## config.mk

```make
export PLATFORM = sky130hd
export DESIGN_NAME = q_reg
export DESIGN_NICKNAME = d
export VERILOG_FILES = /design/src/rtl/q_reg_pkg.sv /design/src/rtl/q_reg.sv
export SDC_FILE = /design/constraint.sdc
export NUM_CORES = 1
export LEC_CHECK = 0
export BUFFER_PORTS_ARGS = -buffer_cell sky130_fd_sc_hd__clkbuf_2
export CELL_PAD_IN_SITES_DETAIL_PLACEMENT = 1
export CELL_PAD_IN_SITES_GLOBAL_PLACEMENT = 2
export CORE_MARGIN = 2
export CORE_UTILIZATION = 23
export CTS_CLUSTER_DIAMETER = 30
export DETAILED_ROUTE_END_ITERATION = 10
export PLACE_DENSITY = 0.91
export SYNTH_ARGS = -nofsm -noshare
export SYNTH_HDL_FRONTEND = slang
export SYNTH_SLANG_ARGS = --single-unit
```

## constraint.sdc

```tcl
create_clock -name clk -period 2.1 [get_ports clk]
set_input_delay 0.105 -clock clk [delete_from_list [all_inputs] [get_ports clk]]
set_output_delay 0.105 -clock clk [all_outputs]
set_load 0.05 [all_outputs]
```

## src/rtl/q_reg_pkg.sv

```systemverilog
// q_reg_pkg -- shared definitions for the Q register.
//   Q_W          : data width of Q, the ALU bus and the spy bus
//   CNT_W        : width of the consecutive-shift counter
//   q_op_e       : Q operation encodings as carried on {qs1,qs0}
//   sat_inc()    : saturating increment for the shift counter
package q_reg_pkg;

  localparam int Q_W   = 32;
  localparam int CNT_W = 5;
  localparam logic [CNT_W-1:0] CNT_MAX = '1;

  typedef enum logic [1:0] {
    Q_HOLD = 2'b00,
    Q_SHL  = 2'b01,
    Q_SHR  = 2'b10,
    Q_LOAD = 2'b11
  } q_op_e;

  function automatic logic [CNT_W-1:0] sat_inc(input logic [CNT_W-1:0] v);
    return (v == CNT_MAX) ? v : v + 1'b1;
  endfunction

endpackage

```

## src/rtl/q_reg.sv

```systemverilog
// q_reg -- the microsequencer Q register with multiply/divide step shifts.
// Ports:
//   clk         in   system clock, rising-edge
//   reset       in   synchronous active-high reset
//   state_fetch in   FETCH phase; Q operations only take effect here
//   qs0, qs1    in   Q operation select, decoded as {qs1,qs0}
//   qdrive      in   gate Q onto the M-function bus
//   alu         in   ALU result (load source and shift-in bit)
//   spy_wr      in   debug write strobe, overrides any operation
//   spy_data    in   debug write data
//   q           out  current Q contents
//   mf_q        out  Q when qdrive=1, else 0
//   shift_cnt   out  consecutive shift count, saturating at 31
//   shift_ovf   out  sticky: a shift was taken while shift_cnt was 31
module q_reg
  import q_reg_pkg::*;
(
  input  logic             clk,
  input  logic             reset,
  input  logic             state_fetch,
  input  logic             qs0,
  input  logic             qs1,
  input  logic             qdrive,
  input  logic [Q_W-1:0]   alu,
  input  logic             spy_wr,
  input  logic [Q_W-1:0]   spy_data,
  output logic [Q_W-1:0]   q,
  output logic [Q_W-1:0]   mf_q,
  output logic [CNT_W-1:0] shift_cnt,
  output logic             shift_ovf
);

  logic [Q_W-1:0]   q_reg_r;
  logic [Q_W-1:0]   q_next;
  logic [CNT_W-1:0] cnt_reg;
  logic [CNT_W-1:0] cnt_next;
  logic             ovf_reg;
  logic             ovf_next;
  q_op_e            op;

  assign op = q_op_e'({qs1, qs0});

  always_comb begin
    q_next   = q_reg_r;
    cnt_next = cnt_reg;
    ovf_next = ovf_reg;
    if (spy_wr) begin
      // Debug write wins over everything except reset, including the
      // overflow set of a coincident shift.
      q_next   = spy_data;
      cnt_next = '0;
      ovf_next = 1'b0;
    end else if (state_fetch) begin
      unique case (op)
        Q_SHL: begin
          // Divide step shifts in the inverted ALU sign.
          q_next   = {q_reg_r[Q_W-2:0], ~alu[Q_W-1]};
          cnt_next = sat_inc(cnt_reg);
          if (cnt_reg == CNT_MAX) ovf_next = 1'b1;
        end
        Q_SHR: begin
          // Multiply step shifts the ALU low bit into the MSB.
          q_next   = {alu[0], q_reg_r[Q_W-1:1]};
          cnt_next = sat_inc(cnt_reg);
          if (cnt_reg == CNT_MAX) ovf_next = 1'b1;
        end
        Q_LOAD: begin
          q_next   = alu;
          cnt_next = '0;
        end
        default: ;
      endcase
    end
  end

  always_ff @(posedge clk) begin
    if (reset) begin
      q_reg_r <= '0;
      cnt_reg <= '0;
      ovf_reg <= 1'b0;
    end else begin
      q_reg_r <= q_next;
      cnt_reg <= cnt_next;
      ovf_reg <= ovf_next;
    end
  end

  assign q         = q_reg_r;
  assign mf_q      = qdrive ? q_reg_r : '0;
  assign shift_cnt = cnt_reg;
  assign shift_ovf = ovf_reg;

endmodule

```

==> metrics.txt <==
status finished clean; Worst Path Class, Setup register to register; I/O Pins 141; leakage power 1.44 nW; syn_area_per_cell 8.57 um^2; crit path time final 1940 ps; CP required 2320 ps; mean routed wirelength per cell 17.3 um; Via density 5.19; Post-synth EDFFs 0; H-tree levels 2; grt ovf 0; clock tree buffer depth 2; Yosys warnings 0; prevailing post-synth register cell dfxtp_1; Syn Inst Count 268; total global-route track usage 0.165; num rows 36; Synth area leader dfxtp_1; DR iter-0 viols 68; syn_nets 344; Reg power frac 0.415; Synth top area share 0.331; Slew Limit Fails 0; setup bufs post-CTS 0; final net count 472; die area 0.0108 mm^2; Peak Freq 515 MHz; Switching Fraction 0.398; PwrDens 623 mW/mm^2; Initial Utilization 0.236; Final period util 0.925; drt total wl 9160 um; CTS tree built; GPL Wtd Cong 0.783; Crit. End Element register; largest net degree at the start of global routing 33; Netlist Area Pre-Place 0.00230 mm^2; dpl ws 190 ps; register clock-pin slew on the reported worst setup and hold paths 80 ps; Post-Route Utilization 0.327; Max Cap Violations 0; endpoints failing setup 0; Synth cell types 33; die outline height 104 um; list of most frequent post-synthesis cells dfxtp_1 (38), a21oi_1 (35), and2_1 (32); critical path arrival 2160 ps; core outline area 0.00973 mm^2; number of port buffers 140; peak supply drop 0.237 mV; ys async rst share 0; min-delay worst type input pin to register; RSZ-0062 raised after global routing false; post-synthesis register bit count 38; vias in the first global route 2785; Slew headroom 0.572; first-pass GRT wire length 14800 um; dominant cells by area after synthesis dfxtp_1 (33%), a22o_1 (12%), a32oi_1 (12%), and2_1 (8.7%), a21oi_1 (7.6%); post-CTS resize count 0; CTS sink count 38; Max FO, Critical Path 9; max reg flops 32; layout cells sized above 1 0.412; post-route setup slack 158 ps; initial antenna violation count 0; via count 2744; worst-margin pin slew 641 ps; CTS buffer count 5; die width 104 um; Clk pwr share 0.250; number of fillers in the final layout 1248; Antenna Nets Post-Route 0; clk_lat worst skew 290 ps; P_sw 788 uW; Post-DP HPWL 6610 um; ANT cells 0; Initial DRT Pass Iterations 4; DRC 0; CTS Root Cell clkbuf_8; setup TNS 0 ps; startpoint types register; Syn-to-layout area delta 38.5%; CTS Hold Bufs 0; final hold violation count 0; Setup Skew 3.41 ps; Logic pwr share 0.335; most frequent cell after synthesis dfxtp_1; Pint 1.19 mW; sequential share of the synthesized area 0.331
==> power by group through the flow <==
| stage | Sequential (mW) | Clock [mW] | Combinational, mW |
|---|---|---|---|
| after detailed placement | 0.840 | 0 | 0.666 |
| final | 0.823 | 0.495 | 0.664 |
| after global placement | 0.837 | 0 | 0.656 |
| after CTS | 0.822 | 0.517 | 0.668 |
| after floorplan | 0.976 | 0 | 0.312 |
| after global routing | 0.831 | 0.532 | 0.713 |
==> worst paths after layout <==
check	from	end	slack, ps	cells past startpoint
max	shift_cnt[0]	shift_cnt[1]	160	6
min	spy_data[28]	q[28]	20	3
max reg2reg	shift_cnt[0]	shift_cnt[1]	160	6
min reg2reg	shift_ovf	shift_ovf	490	2
==> routing by layer <==
layer | global-route usage | vias up | share of wire
li1 | - | 1302 | -
met1 | 0.219 | 1320 | 0.45
met2 | 0.270 | 108 | 0.46
met3 | 0.0432 | 14 | 0.064
met4 | 0.0367 | 0 | 0.017
met5 | 0 | - | 0
==> metrics by stage <==
stage / area [um^2] / hold slack [ps] / std cells / total power, mW
after floorplan: 2300 / 226 / 268 / 1.29
final: 3180 / 23.4 / 529 / 1.98
after global routing: 3180 / 22.5 / 529 / 2.08
after detailed placement: 3100 / 326 / 522 / 1.51
after global placement: 3100 / 321 / 522 / 1.49
after CTS: 3180 / 13.1 / 529 / 2.01
==> cells in the final DEF (no fill, tap or decap), types with 3 or more instances in the layout <==
| cell type | netlist | final |
|---|---|---|
| a22o_1 | 31 | 31 |
| nand4_1 | 3 | 3 |
| clkbuf_8 | 0 | 5 |
| o21ai_1 | 31 | 31 |
| clkbuf_2 | 0 | 140 |
| dfxtp_1 | 38 | 38 |
| o31ai_1 | 4 | 4 |
| a21oi_1 | 35 | 35 |
| and2_1 | 32 | 32 |
| ha_1 | 5 | 3 |
| buf_4 | 5 | 9 |
| a32oi_1 | 31 | 31 |
==> critical path: stages, from the launching register on <==
cell and delay, ps:
dfxtp_1 420, ha_1 190, and3_1 160, ha_1 150, nor2b_1 530, o31ai_1 220
a21oi_1 190
==> kinds of logic after synthesis <==
logic type      synth area share
mux                      0.00872
compound gates             0.426
buf+inv                   0.0681
fa+ha+maj                 0.0272
simple gates               0.138
flops                      0.331
==> cell type report <==
type | instances | area, um^2 | share of cell area
tap | 133 | 166 | 0.0523
timing repair buffer | 149 | 768 | 0.242
multi-input combinational | 198 | 1390 | 0.438
sequential | 38 | 761 | 0.239
inverter | 4 | 15.0 | 0.00472
clock buffer | 7 | 76.3 | 0.0240
(Power assumes the default switching activity.)
